File: src/rtl/scan_display_ctrl.sv
// Multiplexed N-digit 7-segment scan controller with frame-aligned double buffering,
// PWM dimming, leading-zero blanking and decimal points. Option: SCAN_SEG_DECODE_EN adds seg_n.
module scan_display_ctrl #(
  parameter int DIGITS   = 4,
  parameter int PRESCALE = 50000,
  parameter int BRIGHT_W = 3
) (
  input  logic                clk,
  input  logic                reset,
  input  logic [4*DIGITS-1:0] value,
  input  logic [DIGITS-1:0]   dp_in,
  input  logic                load,
  input  logic                lzb_en,
  input  logic [BRIGHT_W-1:0] bright,
  output logic [DIGITS-1:0]   digit_select,
  output logic [3:0]          nibble,
  output logic                dp_n,
`ifdef SCAN_SEG_DECODE_EN
  output logic [6:0]          seg_n,
`endif
  output logic                frame_done
);
  localparam int PW = $clog2(PRESCALE);
  localparam int SW = (DIGITS > 1) ? $clog2(DIGITS) : 1;
  localparam int OW = BRIGHT_W + 1 + $clog2(PRESCALE + 1);
  localparam logic [PW-1:0] PCNT_LAST = PW'(PRESCALE - 1);
  localparam logic [SW-1:0] SLOT_LAST = SW'(DIGITS - 1);

  logic [PW-1:0]       pcnt_reg, pcnt_next;
  logic [SW-1:0]       slot_reg, slot_next;
  logic [4*DIGITS-1:0] shadow_val_reg, disp_val_reg;
  logic [DIGITS-1:0]   shadow_dp_reg, disp_dp_reg;
  logic [DIGITS-1:0]   digit_select_reg, digit_select_next;
  logic [3:0]          nibble_reg;
  logic                dp_n_reg, dp_n_next;
  logic                frame_done_reg;
  logic                wrap, boundary, blank, lit;
  logic [OW-1:0]       on_time;

  logic [3:0]        slot_nib  [DIGITS];
  logic              lead_zero [DIGITS];
  logic [DIGITS-1:0] slot_dp, slot_hit;
  logic [3:0]        cur_nib;
  logic              cur_dp, cur_lz;

  // lead_zero[k]: slot k and every more-significant slot hold zero
  genvar gi;
  generate
    for (gi = 0; gi < DIGITS; gi++) begin : g_slot
      assign slot_nib[gi] = disp_val_reg[4*(DIGITS-gi)-1 -: 4];
      assign slot_dp[gi]  = disp_dp_reg[DIGITS-1-gi];
      assign slot_hit[gi] = (slot_reg == SW'(gi));
      if (gi == 0) begin : g_first
        assign lead_zero[gi] = (slot_nib[gi] == 4'd0);
      end else begin : g_rest
        assign lead_zero[gi] = lead_zero[gi-1] & (slot_nib[gi] == 4'd0);
      end
      assign digit_select_next[gi] = ~(lit & slot_hit[DIGITS-1-gi]);
    end
  endgenerate

  always_comb begin
    cur_nib = 4'd0;
    cur_dp  = 1'b0;
    cur_lz  = 1'b0;
    for (int i = 0; i < DIGITS; i++) begin
      if (slot_hit[i]) begin
        cur_nib = slot_nib[i];
        cur_dp  = slot_dp[i];
        cur_lz  = lead_zero[i];
      end
    end
  end

  always_comb begin
    wrap      = (pcnt_reg == PCNT_LAST);
    boundary  = wrap && (slot_reg == SLOT_LAST);
    pcnt_next = wrap ? '0 : pcnt_reg + PW'(1);
    slot_next = slot_reg;
    if (wrap) begin
      slot_next = (slot_reg == SLOT_LAST) ? '0 : slot_reg + SW'(1);
    end
    on_time   = ((OW'(bright) + OW'(1)) * OW'(PRESCALE)) >> BRIGHT_W;
    blank     = lzb_en && cur_lz && (slot_reg != SLOT_LAST) && !cur_dp;
    lit       = (OW'(pcnt_reg) < on_time) && !blank;
    dp_n_next = ~(lit & cur_dp);
  end

`ifdef SCAN_SEG_DECODE_EN
  logic [6:0] seg_n_reg;

  // active-low, bit order gfedcba
  function automatic logic [6:0] seg_decode(input logic [3:0] n);
    case (n)
      4'h0: seg_decode = 7'b1000000;
      4'h1: seg_decode = 7'b1111001;
      4'h2: seg_decode = 7'b0100100;
      4'h3: seg_decode = 7'b0110000;
      4'h4: seg_decode = 7'b0011001;
      4'h5: seg_decode = 7'b0010010;
      4'h6: seg_decode = 7'b0000010;
      4'h7: seg_decode = 7'b1111000;
      4'h8: seg_decode = 7'b0000000;
      4'h9: seg_decode = 7'b0010000;
      4'hA: seg_decode = 7'b0001000;
      4'hB: seg_decode = 7'b0000011;
      4'hC: seg_decode = 7'b1000110;
      4'hD: seg_decode = 7'b0100001;
      4'hE: seg_decode = 7'b0000110;
      default: seg_decode = 7'b0001110;
    endcase
  endfunction

  always_ff @(posedge clk or posedge reset) begin
    if (reset) seg_n_reg <= 7'h7F;
    else       seg_n_reg <= lit ? seg_decode(cur_nib) : 7'h7F;
  end
  assign seg_n = seg_n_reg;
`endif

  always_ff @(posedge clk or posedge reset) begin
    if (reset) begin
      pcnt_reg         <= '0;
      slot_reg         <= '0;
      shadow_val_reg   <= '0;
      shadow_dp_reg    <= '0;
      disp_val_reg     <= '0;
      disp_dp_reg      <= '0;
      digit_select_reg <= '1;
      nibble_reg       <= 4'd0;
      dp_n_reg         <= 1'b1;
      frame_done_reg   <= 1'b0;
    end else begin
      pcnt_reg <= pcnt_next;
      slot_reg <= slot_next;
      if (load) begin
        shadow_val_reg <= value;
        shadow_dp_reg  <= dp_in;
      end
      // a load on this same edge lands in the shadow and waits for the next frame
      if (boundary) begin
        disp_val_reg <= shadow_val_reg;
        disp_dp_reg  <= shadow_dp_reg;
      end
      digit_select_reg <= digit_select_next;
      nibble_reg       <= cur_nib;
      dp_n_reg         <= dp_n_next;
      frame_done_reg   <= boundary;
    end
  end

  assign digit_select = digit_select_reg;
  assign nibble       = nibble_reg;
  assign dp_n         = dp_n_reg;
  assign frame_done   = frame_done_reg;
endmodule

File: config.mk
export PLATFORM = sky130hd
export DESIGN_NAME = scan_display_ctrl
export DESIGN_NICKNAME = d
export VERILOG_FILES = /design/src/rtl/scan_display_ctrl.sv
export SDC_FILE = /design/constraint.sdc
export NUM_CORES = 1
export LEC_CHECK = 0
export ABC_CLOCK_PERIOD_IN_PS = 5950
export CORE_MARGIN = 3
export CORE_UTILIZATION = 30
export CTS_BUF_LIST = sky130_fd_sc_hd__clkbuf_16
export DETAILED_ROUTE_END_ITERATION = 8
export GPL_TIMING_DRIVEN = 0
export PLACE_DENSITY_LB_ADDON = 0.3
export SLEW_MARGIN = 10
export SYNTH_ARGS = -nofsm -noshare
export SYNTH_HDL_FRONTEND = slang
export SYNTH_SLANG_ARGS = --single-unit
File: constraint.sdc
create_clock -name clk -period 5.95 [get_ports clk]
set_input_delay 0.8925 -clock clk [delete_from_list [all_inputs] [get_ports clk]]
set_output_delay 0.8925 -clock clk [all_outputs]
set_load 0.03 [all_outputs]
; Word level (Yosys, flattened, before mapping)
; Index checks and enable logic that the tools add are counted.
[word_totals]
register_bits = 68
latch_bits = 0
mem_bits_rw = 0
mem_bits_ro = 0
input_bits = 27
output_inout_bits = 10
n_memories = 0
[classes]
n_addsub = 3
multipliers = 1
div_mod_pow = 0
order_cmp = 1
eq_ne = 5
shift = 0
mux = 14
n_bitwise = 13
reduce_logical = 12
[ops]
columns = op, count
row1 = $lt A16 B17 Y1, 1
row2 = $add A16 B1 Y16 const B, 1
row3 = $eq A16 B16 Y1 const B, 1
row4 = $logic_not A4 Y1, 4
row5 = $mul A4 B12 Y16 const B, 1
row6 = $mux W16, 1
row7 = $mux W4, 4
row8 = $and A1 B1 Y1, 8
row9 = $mux W1, 8
row10 = $logic_and A1 B1 Y1, 5
row11 = $not A1 Y1, 5
row12 = $add A3 B1 Y4 const B, 1
row13 = $eq A2 B2 Y1 const B, 2
row14 = $add A2 B1 Y2 const B, 1
row15 = $eq A2 B1 Y1 const B, 1
row16 = $logic_not A1 Y1, 2
row17 = $logic_not A2 Y1, 1
row18 = $mux W2, 1
row19 = $ne A2 B2 Y1 const B, 1

; Depth between registers and ports, before layout
[depth]
ltp_word = 12
ltp_mapped = 17
mapped_depth_nobuf = 16

; Worst setup path before layout
; Ideal clock, no wire load.
[synth_path]
kind = in2reg
from = input port bright[0]
to = register digit_select_reg[2], in the netlist digit_select[2]
setup_time_ns = 0.079
arrival_time_ns = 4.165
slack_ns = 1.706
stages = 16
cell_sequence = clkbuf_1 -> inv_1 -> ha_1 -> ha_1 -> ha_1 -> ha_1 -> a21oi_1 -> o21ai_0 -> a221oi_1 -> xor2_1 -> ha_1 -> nand3_1 -> or2_2 -> o221ai_1 -> a21oi_1 -> o21ai_0
[synth_between]
elab_chain_len = 6
[synth_lines]
columns = item, line_no
row1 = from (decl), 14  ; input logic [BRIGHT_W-1:0] bright,
row2 = $add A3 B1 Y4, 83  ; on_time = ((OW'(bright) + OW'(1)) * OW'(PRESCALE)) >> BRIGHT_W;
row3 = $mul A4 B12 Y16, 83
row4 = $lt A16 B17 Y1, 85  ; lit = (OW'(pcnt_reg) < on_time) && !blank;
row5 = $logic_and A1 B1 Y1, 85
row6 = $and A1 B1 Y1, 58  ; assign digit_select_next[gi] = ~(lit & slot_hit[DIGITS-1-gi]);
row7 = $not A1 Y1, 58
row8 = via digit_select_next[2], 33  ; logic [DIGITS-1:0] digit_select_reg, digit_select_next;
row9 = to (signal assigned), 145  ; digit_select_reg <= digit_select_next;
row10 = to (decl), 33
; The timed path passes the listed nets, and every way through them passes these cells.
; A chain may end at the register's enable or synchronous reset.

; Final worst setup path
[layout_path]
from = input port bright[0]
to = register digit_select_reg[3], in the netlist digit_select[3]
; The elaborated chain is that of the path after synthesis.

==> reports/metrics.cfg <==
[timing]
hold_violations=0
slew_headroom_pct=60.96
drv_slew=0
setup_viol=0
fin_skew_ns=0.004856
rsz0062_at_grt=no
finalCritPeriodShare_pct=85.68
finalCriticalPeriod_ns=5.098
worst_pin_slew_ns=0.5856
finalSetupTns_ns=0
fin_ws_ns=0.8518
fmax_mhz=196.1

[critical_path]
cp_cell_sequence=clkdlybuf4s50_1 > clkbuf_1 > inv_1 > ha_1 > ha_1 > ha_1 > ha_1 > a21oi_1 > o21ai_0 > a221oi_1 > xor2_1 > ha_1 > nand3_1 > or2_2 > o221ai_1 > a21oi_1 > o21ai_0
crit_required_ns=6.18
crit_arrival_ns=5.32
crit_top_cell=ha_1
crit_path_start_kind=input port
critPathCaptureType=register
rr_worst_depth=7
setup.worst_path.class=input port to register
path_max_fanout=6
cp_slowest_cell=clkdlybuf4s50_1
cpPeakStageDelay_ns=0.55

[grt]
antenna_found_initial=0
grt_pass1_vias=2519
track_usage_pct=10.67
grt-busiest-layer=met2
met3_usage_pct=2.643
met1_usage_pct=14.48
grt_pass1_wl_microns=12320
grt_overflow_total=0
grt_max_degree=61
met2_usage_pct=17.08

[clocking]
cts.sinks=68
path_clk_slew_ns=0.05
cts_buffers=9
root_buffer=clkbuf_16
clk_path_buf_depth=2
clock_latency_ns=0.32
htree_levels=3
postCtsSetupBuffers=0
tritoncts=done
postCtsHoldBufs=0
cts_resized=0

[synth]
synth-async-reset-ratio_pct=100.0
synth_adder_area_share_pct=11.29
syn_nets=378
synth_top_family_by_area=multiplexers
synth_flop_cell=dfrtp_1
synth_compound_area_share_pct=8.599
yosys.area_share.simple_pct=10.89
synth.avg_cell_area_sq_um=11.89
synthXorXnorAreaFrac_pct=6.906
synth_edf_count=0
synth_warnings=0
ys_seq_area_share_pct=45.32
synth.distinct_cells=49
synth_area_sq_um=3769
ys_seq_elements=68
syn_inst=317
synth_mux_area_share_pct=13.84

[floorplan]
ios=37
core_area_sq_um=12160
fp.dieW_microns=118.1
rows=40
fp.dieH_microns=118.1
initial_utilization_pct=30.99
die_area_sq_um=13940

[detailed_routing]
vias=2416
viasPerCell=4.499
totalWireLength_microns=7159
wl_per_cell_microns=13.33
drtPass1Iterations=4
post-route-drc-count=0
ant_nets=0
drt_iter0_markers=120

[cells_and_area]
fillers=1194
fin_nets=425
diodes=0
areaGrowthSynthToFinish_pct=24.07
final_util_pct=38.45
instances_no_fill=537
drive_gt1_share_pct=21.95

[pwr]
p_per_area_nw_per_um2=252.0
p_leak_nw=2.179
ir_worst_vdd_v=0.0001298

[place]
dp_hpwl_microns=5424
dp.cells=521
dp_slack_ns=0.4827
io_buffers=35
gp_congestion=0.7693

[job]
maxCapViolCount=0

[run_status]
status=finished clean

[worst_hold_path]
worstHoldPathType=register to register
holdPathStages=1

## power breakdown
group	internal, W	switching, W
Clock	0.000365	0.000189
Combinational	0.0000708	0.0000699
Sequential	0.000477	0.00000722
Total	0.000913	0.000266
## critical path: cells and delay by family
family | cells | cell delay [ns]
fa+ha+maj | 5 | 1.62
xor+xnor | 1 | 0.24
compound gates | 6 | 1.33
simple gates | 2 | 0.18
buf+inv | 3 | 1.06
## synth_stat cells, types with 3 or more instances
cell type / n / share of area (%)
nand3b_1: 5 / 1.0
ha_1: 34 / 11
dfrtp_1: 63 / 42
nand3_1: 7 / 0.93
inv_1: 13 / 1.3
a21o_1: 4 / 0.80
or4_4: 3 / 0.90
o21ai_1: 4 / 0.53
nor2_1: 18 / 1.8
xnor2_1: 15 / 3.5
clkbuf_1: 4 / 0.40
dfstp_2: 5 / 3.5
mux2_2: 20 / 6.0
o21ai_0: 10 / 1.3
nor2b_1: 5 / 0.83
a21oi_1: 16 / 2.1
mux2_4: 19 / 7.6
nand4_1: 4 / 0.66
xor2_1: 11 / 2.6
nand2_1: 17 / 1.7
buf_6: 3 / 0.90
nor4b_1: 4 / 0.93
and3_1: 3 / 0.50
## cell type report
cell class              instances  area, sq um  share of cell area, %
plain buffers                   9        66.31                  1.418
clock buffers                   9        225.2                  4.817
clock inverters                 7        91.34                  1.953
inverters                      14        55.05                  1.177
multi-input cells             226         1942                  41.53
flip-flops and latches         68         1708                  36.53
well taps                     168        210.2                  4.496
repair buffers                 36        377.9                  8.081
## per-layer routing
metal | part of all wire [%] | wire, microns
met4 | 0.85 | 61
met1 | 49 | 3492
met2 | 47 | 3358
met3 | 3.5 | 247
met5 | 0 | 0
## cell usage in the layout (no fill, tap or decap), types with 7 or more instances in the layout
cell,n
dfrtp_1,63
clkdlybuf4s50_1,35
ha_1,34
mux2_2,20
mux2_4,19
nor2_1,18
nand2_1,17
a21oi_1,16
xnor2_1,15
inv_1,12
xor2_1,11
o21ai_0,10
clkbuf_16,9
nand3_1,7
## kinds of logic (layout without fill, tap and decap cells)
logic type / after synthesis / count (layout)
and+or+nand+nor: 74 / 74
DFF: 68 / 68
AOI/OAI and AO/OA: 50 / 50
muxes: 40 / 40
adders and majority gates: 34 / 34
xor gates and xnor gates: 28 / 28
buffers and inverters: 23 / 75
## through the flow
step                      area (sq um)   power, W  hold slack, ns
after CTS                         4676   0.001197          0.5023
after floorplan                   3769  0.0005892          0.4501
after global placement            4329  0.0006284          0.4770
after detailed placement          4359  0.0006353          0.4842
after global routing              4676   0.001234          0.5075
final                             4676   0.001178          0.5017
## final timing paths
path                                     from  slack [ns]          endpoint
setup / recovery                    bright[0]        0.85   digit_select[3]
hold / removal             shadow_val_reg[14]        0.50  disp_val_reg[14]
setup reg to reg                  pcnt_reg[0]        3.81   disp_val_reg[6]
hold reg to reg            shadow_val_reg[14]        0.50  disp_val_reg[14]
max in group asynchronous               reset        4.58   digit_select[1]
min in group asynchronous               reset        0.82      pcnt_reg[13]
(Power assumes the default switching activity.)
